### src/rtl/mask_decode_16_if.sv
// Handshake bundle for mask_decode_16: input mask stream, decoded output stream
// and the saturating error counter.
interface mask_decode_16_if;
  logic [15:0] in_mask;
  logic        in_valid;
  logic        in_ready;
  logic [3:0]  out_idx;
  logic        out_err;
  logic        out_valid;
  logic        out_ready;
  logic [7:0]  err_count;

  modport master (
    output in_mask, in_valid, out_ready,
    input  in_ready, out_idx, out_err, out_valid, err_count
  );

  modport slave (
    input  in_mask, in_valid, out_ready,
    output in_ready, out_idx, out_err, out_valid, err_count
  );
endinterface

### src/rtl/mask_decode_16.sv
// Thermometer-mask to index decoder with a two-stage valid/ready pipeline and a
// saturating count of delivered error words.
module mask_decode_16 #(
  parameter bit FROM_MSB  = 1'b1,
  parameter bit DIAG_ONES = 1'b1
) (
  input logic        clk,
  input logic        rst_n,
  mask_decode_16_if.slave bus
);

  logic [15:0] mask_p1_q, mask_p1_d;
  logic        vld_p1_q, vld_p1_d;
  logic [3:0]  idx_p2_q, idx_p2_d;
  logic        err_p2_q, err_p2_d;
  logic        vld_p2_q, vld_p2_d;
  logic [7:0]  err_cnt_q, err_cnt_d;
  logic        en1, en2, xfer_in, xfer_out;
  logic [4:0]  dec;

  // Returns {err, idx}; the mask is normalised to fill-from-bit-0 first.
  function automatic logic [4:0] decode(input logic [15:0] raw);
    logic [15:0] m;
    logic [16:0] ext;
    logic [4:0]  n;
    logic [4:0]  nm1;
    logic        legal;
    logic [3:0]  idx;
    logic        err;
    n = 5'd0;
    for (int i = 0; i < 16; i++) begin
      m[i] = FROM_MSB ? raw[15-i] : raw[i];
    end
    for (int i = 0; i < 16; i++) begin
      n = n + {4'd0, m[i]};
    end
    ext   = {1'b0, m};
    legal = ((ext & (ext + 17'd1)) == 17'd0);
    nm1   = n - 5'd1;
    if (DIAG_ONES) begin
      idx = (n == 5'd0) ? 4'd0 : nm1[3:0];
      err = (n == 5'd0) || !legal;
    end else begin
      idx = (n == 5'd16) ? 4'd15 : n[3:0];
      err = (n == 5'd16) || !legal;
    end
    return {err, idx};
  endfunction

  function automatic logic [7:0] sat_inc(input logic [7:0] c);
    return (c == 8'hFF) ? c : c + 8'd1;
  endfunction

  always_comb begin
    en2      = !vld_p2_q || bus.out_ready;
    en1      = !vld_p1_q || en2;
    xfer_in  = rst_n && bus.in_valid && en1;
    xfer_out = vld_p2_q && bus.out_ready;
    dec      = decode(mask_p1_q);

    mask_p1_d = xfer_in ? bus.in_mask : mask_p1_q;
    vld_p1_d  = en1 ? xfer_in : vld_p1_q;
    vld_p2_d  = en2 ? vld_p1_q : vld_p2_q;
    // Data only moves with a valid word, so stale S1 contents never reach S2.
    idx_p2_d  = (en2 && vld_p1_q) ? dec[3:0] : idx_p2_q;
    err_p2_d  = (en2 && vld_p1_q) ? dec[4]   : err_p2_q;
    err_cnt_d = (xfer_out && err_p2_q) ? sat_inc(err_cnt_q) : err_cnt_q;
  end

  // Stage 1: captured mask
  always_ff @(posedge clk) begin
    mask_p1_q <= mask_p1_d;
  end

  // Stage 1 valid, stage 2 result and error counter
  always_ff @(posedge clk) begin
    if (!rst_n) begin
      vld_p1_q  <= 1'b0;
      vld_p2_q  <= 1'b0;
      idx_p2_q  <= 4'd0;
      err_p2_q  <= 1'b0;
      err_cnt_q <= 8'd0;
    end else begin
      vld_p1_q  <= vld_p1_d;
      vld_p2_q  <= vld_p2_d;
      idx_p2_q  <= idx_p2_d;
      err_p2_q  <= err_p2_d;
      err_cnt_q <= err_cnt_d;
    end
  end

  assign bus.in_ready  = rst_n && en1;
  assign bus.out_idx   = idx_p2_q;
  assign bus.out_err   = err_p2_q;
  assign bus.out_valid = vld_p2_q;
  assign bus.err_count = err_cnt_q;

endmodule

### src/flat_wrapper.sv
// flat-port wrapper written by rule: the top's interface ports become plain ports
module mask_decode_16_flat 
#(
  parameter bit FROM_MSB  = 1'b1,
  parameter bit DIAG_ONES = 1'b1
)
  (clk, rst_n, bus_in_mask, bus_in_valid, bus_out_ready, bus_in_ready, bus_out_idx, bus_out_err, bus_out_valid, bus_err_count);
  mask_decode_16_if bus_i ();
  input logic clk;
  input logic rst_n;
  input wire logic [$bits(bus_i.in_mask)-1:0] bus_in_mask;
  input wire logic [$bits(bus_i.in_valid)-1:0] bus_in_valid;
  input wire logic [$bits(bus_i.out_ready)-1:0] bus_out_ready;
  output wire logic [$bits(bus_i.in_ready)-1:0] bus_in_ready;
  output wire logic [$bits(bus_i.out_idx)-1:0] bus_out_idx;
  output wire logic [$bits(bus_i.out_err)-1:0] bus_out_err;
  output wire logic [$bits(bus_i.out_valid)-1:0] bus_out_valid;
  output wire logic [$bits(bus_i.err_count)-1:0] bus_err_count;
  assign bus_i.in_mask = bus_in_mask;
  assign bus_i.in_valid = bus_in_valid;
  assign bus_i.out_ready = bus_out_ready;
  assign bus_in_ready = bus_i.in_ready;
  assign bus_out_idx = bus_i.out_idx;
  assign bus_out_err = bus_i.out_err;
  assign bus_out_valid = bus_i.out_valid;
  assign bus_err_count = bus_i.err_count;
  mask_decode_16 #(.FROM_MSB(FROM_MSB), .DIAG_ONES(DIAG_ONES)) u_core (.clk(clk), .rst_n(rst_n), .bus(bus_i));
endmodule
### config.mk
export PLATFORM = sky130hd
export DESIGN_NAME = mask_decode_16_flat
export DESIGN_NICKNAME = d
export VERILOG_FILES = /design/src/rtl/mask_decode_16_if.sv /design/src/rtl/mask_decode_16.sv /design/src/flat_wrapper.sv
export SDC_FILE = /design/constraint.sdc
export NUM_CORES = 1
export LEC_CHECK = 0
export ABC_AREA = 1
export CAP_MARGIN = 40
export CORE_ASPECT_RATIO = 1.1
export CORE_UTILIZATION = 50
export DETAILED_ROUTE_END_ITERATION = 16
export PLACE_DENSITY_LB_ADDON = 0.08
export SYNTH_ARGS = -nofsm -noshare
export SYNTH_HDL_FRONTEND = slang
export SYNTH_SLANG_ARGS = --single-unit
### constraint.sdc
create_clock -name clk -period 9.07 [get_ports clk]
set_input_delay 0.907 -clock clk [delete_from_list [all_inputs] [get_ports clk]]
set_output_delay 0.907 -clock clk [all_outputs]
set_load 0.005 [all_outputs]
== Word level (Yosys, flattened, before mapping) ==
Cells that the tools add are included.

* $add $sub $neg: 18
* Eq/ne operators: 1
* Multiplexer cells: 1
* Bitwise logic cells: 2
* Reductions and logical operators: 15

{| class="wikitable"
|+ Operators with widths
! kind !! number
|-
| 5-bit by 1-bit adder with 5-bit output || 14
|-
| 16-bit by 1-bit adder with 17-bit output, second input constant || 1
|-
| 16-bit by 17-bit AND with 17-bit output || 1
|-
| 17-bit zero test || 1
|-
| 8-bit by 1-bit adder with 8-bit output, second input constant || 1
|-
| 8-bit == test, second input constant || 1
|-
| 1-bit logical AND || 6
|-
| 5-bit zero test || 1
|-
| 4-bit two-way mux || 1
|-
| 4-bit by 1-bit subtractor with 4-bit output, second input constant || 1
|-
| 1-bit zero test || 3
|-
| 1-bit logical OR || 3
|-
| 1-bit by 1-bit adder with 2-bit output || 1
|-
| 2-bit AND reduction || 1
|-
| 1-bit NOT || 1
|}

* Register bits: 31
* Bits of input ports: 20
* Output and inout bits: 15
* Word-level logic and storage cells: 43

== Depth between registers and ports, before layout ==
* Depth after elaboration: 17
* Mapped depth: 19

== Least setup slack after synthesis ==
OpenSTA, ideal clock, no wires.

* Path type: register to register
* Start: register u_core.mask_p1_q[14]
* End: register u_core.idx_p2_q[3] (netlist: u_core.bus.out_idx[3])
* Data arrival time: 4.111 ns
* Slack: 4.838 ns
* Cell stages (with the launch flop): 14
* Path buffers: 0
* Period minus slack after synthesis: 4.232 ns
* Cells stage by stage: edfxtp_1 ha_1 fa_1 fa_1 fa_1 fa_1 fa_1 fa_1 ha_1 nand3b_4 o21ai_2 nor2_1 nor2_1 nor2_1

* Word-level cells in the longest chain between the ends: 17

{| class="wikitable"
|+ RTL lines
! item !! line !! RTL
|-
| from (decl) || mask_decode_16.sv:12 || <nowiki>logic [15:0] mask_p1_q, mask_p1_d;</nowiki>
|-
| from (signal assigned) || mask_decode_16.sv:72 || <nowiki>mask_p1_q <= mask_p1_d;</nowiki>
|-
| 1-bit by 1-bit adder with 2-bit output * || mask_decode_16.sv:35 || <nowiki>n = n + {4'd0, m[i]};</nowiki>
|-
| 5-bit by 1-bit adder with 5-bit output * (14 in a row) || mask_decode_16.sv:35 ||
|-
| 4-bit by 1-bit subtractor with 4-bit output or 5-bit zero test (tied branches) || mask_decode_16.sv:39, mask_decode_16.sv:41 ||
|-
| 4-bit two-way mux * || mask_decode_16.sv:41 || <nowiki>idx = (n == 5'd0) ? 4'd0 : nm1[3:0];</nowiki>
|-
| to (signal assigned) || mask_decode_16.sv:86 || <nowiki>idx_p2_q <= idx_p2_d;</nowiki>
|-
| to (decl) || mask_decode_16.sv:14 || <nowiki>logic [3:0] idx_p2_q, idx_p2_d;</nowiki>
|}

Every way passes the cells marked *; elsewhere a longest branch is shown, timed or not.
A chain may end at the register's enable or synchronous reset.

== Final worst setup path ==
Ends and elaborated chain as after synthesis.

==> flow_summary.yaml <==
synth:
  yosysSeqAreaShare: 0.403
  syn_nets: 265
  synth.avg_cell_area_sq_um: 8.58
  synthCells: 226
  ys_warn_count: 0
  synth-seq-cells: 31
  yosys.area.top_type_share: 0.248
  synthTopCellsByArea: "edfxtp_1 25%, dfxtp_1 15%, fa_1 10%, nand2_1 8.7%, inv_1 7.2%"
  yosys.cell_types.count: 32
  yosys.area.top_type: "edfxtp_1"
  synth_area_sq_mm: 0.00194
layout:
  areaGrowthSynthToFinish_pct: 25.7
  drive_above_1_share: 0.120
  antenna_cells: 0
  final_common_cell: "nand2_1"
  nNetsFinal: 305
  finish.utilization: 0.662
  fin_cells: 317
  final_cell_mix: "45 x nand2_1, 37 x inv_1, 34 x clkdlybuf4s50_1"
run:
  drv_cap: 0
sta:
  worst_pin_slew_ns: 0.572
  setup_violations: 0
  max_freq_mhz: 227
  period_share: 0.485
  period_minus_slack_ns: 4.40
  clock_skew_ns: 0.00406
  relSlewSlack: 0.618
  slew_violations: 0
  grt_setup_unrepaired: "no"
  finalSetupTns_ns: 0
  hold_violations: 0
global_routing:
  grt_pass1_vias: 1271
  grt_pass1_wl_mm: 5.45
  grt.total_usage: 0.187
  antenna_found_initial: 0
  overflow: 0
  grt_max_degree: 17
place:
  gp_congestion: 0.887
  port-buffer-count: 34
  dp_cells: 309
  dpl.hpwl_mm: 2.66
floorplanning:
  rows: 23
  die_h_um: 67.3
  die_area_sq_mm: 0.00413
  ios: 35
  core-area_sq_mm: 0.00368
  initial_utilization: 0.526
  die_w_um: 61.4
setup_path:
  cp.arrival_ns: 4.57
  path_cells: "ha_1 -> fa_1 -> fa_1 -> fa_1 -> fa_1 -> fa_1 -> fa_1 -> ha_1 -> nand3b_4 -> o21ai_2 -> nor2_1 -> nor2_1 -> nor2_1"
  worst-setup-path-type: "reg -> reg"
  cp_common_cell: "fa_1"
  crit_path_end_kind: "flip-flop"
  timing.critical_path.buf_inv: 0
  critPathMaxStageDelay_ns: 0.53
  crit_required_ns: 9.24
  crit_start: "u_core.mask_p1_q[14]"
  cp_max_fo: 4
  worst_setup_path_start_kind: "flip-flop"
  crit_family: "adder cells"
  worstReg2RegStart: "u_core.mask_p1_q[14]"
  cp_slowest_cell: "fa_1"
clock_network:
  postCtsSetupRepairBufs: 0
  clk_pin_slew_worst_paths_ns: 0.06
  htree_levels: 2
  clock_latency_ns: 0.28
  cts_resized: 0
  cts_root_buffer: "clkbuf_8"
  cts.hold.buffers_added: 0
  clockBufferDepth: 2
  cts_buffers: 5
  tritoncts: "yes"
  cts_sinks: 31
hold_path:
  min-delay-start: "u_core.bus.out_idx[0]"
  hold_path_class: "reg -> reg"
routing:
  drcViolationCount: 0
  routed_wl_mm: 3.29
  wl_per_cell_um: 10.4
  drtAntennaViolNets: 0
  vias_per_cell: 4.67
  vias: 1480
  first_pass_iters: 4
  drt_iter0_markers: 61
power_and_ir_drop:
  finalPower_mw: 0.423
  peakVddDrop_mv: 0.125
  power.density_mw_per_mm2: 174
  p_leak_nw: 1.05
run_status:
  outcome: "completed"
## final timing paths
kind | to | depth (start not counted) | slack (ns)
hold reg to reg | u_core.bus.out_idx[0] | 2 | 0.46
hold / removal | u_core.bus.out_idx[0] | 2 | 0.46
setup / recovery | u_core.bus.out_idx[3] | 13 | 4.67
setup reg to reg | u_core.bus.out_idx[3] | 13 | 4.67
## per-layer routing
| metal | wire, um | global-route usage | vias up | part of all wire |
|---|---|---|---|---|
| li1 | - | - | 797 | - |
| met1 | 1570 | 0.234 | 639 | 0.48 |
| met2 | 1480 | 0.287 | 39 | 0.45 |
| met3 | 176 | 0.0632 | 5 | 0.053 |
| met4 | 65 | 0.0917 | 0 | 0.020 |
| met5 | 0 | 0 | - | 0 |
## kinds of logic after synthesis
family | after synthesis | synth area share
xor+xnor | 1 | 0.00452
compound gates | 26 | 0.0852
fa+ha+maj | 19 | 0.161
flops | 31 | 0.403
buf+inv | 42 | 0.0832
simple gates | 107 | 0.263
## worst min-delay path: cells and delay by family, from the launching register on
kind / cells / cell delay, ns
compound gates: 1 / 0.05
simple gates: 1 / 0.06
flops: 1 / 0.31
## state kept, by name (all words and copies together) (netlist names)
signal                count
u_core.bus.err_count      8
u_core.bus.out_err        1
u_core.bus.out_idx        4
u_core.bus.out_valid      1
u_core.mask_p1_q         16
u_core.vld_p1_q           1
## synthesized netlist by cell type
cell type / number
dfxtp_1: 15
nand2_4: 2
o21ai_2: 1
nand3b_1: 2
nor2_2: 4
a31o_2: 1
nand2_2: 5
nand3_1: 10
xor2_1: 1
buf_2: 1
o21a_1: 1
ha_1: 9
a21oi_2: 3
inv_4: 1
nand3_2: 1
fa_1: 10
a21oi_4: 1
nand4_1: 2
nand3b_4: 1
a31oi_1: 2
edfxtp_1: 16
o21ai_0: 3
inv_2: 3
nand2_1: 45
nor2_4: 1
or2_1: 1
inv_1: 37
a21oi_1: 10
nor3_4: 1
nor3_1: 1
o21ai_1: 4
nor2_1: 31
## layout make-up
class | instances | area [sq um]
Clock buffer | 8 | 100
Tap cell | 50 | 62.6
Timing Repair Buffer | 34 | 340
Fill cell | 329 | 1250
Sequential cell | 31 | 781
Inverter | 41 | 156
Multi-Input combinational cell | 153 | 997
## metrics by stage
step / cell area (sq um) / hold WS, ns / worst slack [ns]
CTS: 2440 / 0.464 / 4.67
global placement: 2340 / 0.455 / 4.75
global route: 2440 / 0.479 / 4.49
detailed placement: 2340 / 0.454 / 4.67
floorplan: 1940 / 0.460 / 4.84
finish: 2440 / 0.462 / 4.67
## power by group
| part | internal [mW] | switching, mW | leakage [nW] | total [mW] |
|---|---|---|---|---|
| registers | 0.155 | 0.00509 | 0.272 | 0.160 |
| clock network | 0.0691 | 0.0467 | 0.0515 | 0.116 |
| logic | 0.0716 | 0.0754 | 0.728 | 0.147 |
| total | 0.296 | 0.127 | 1.05 | 0.423 |
(Power assumes the default switching activity.)
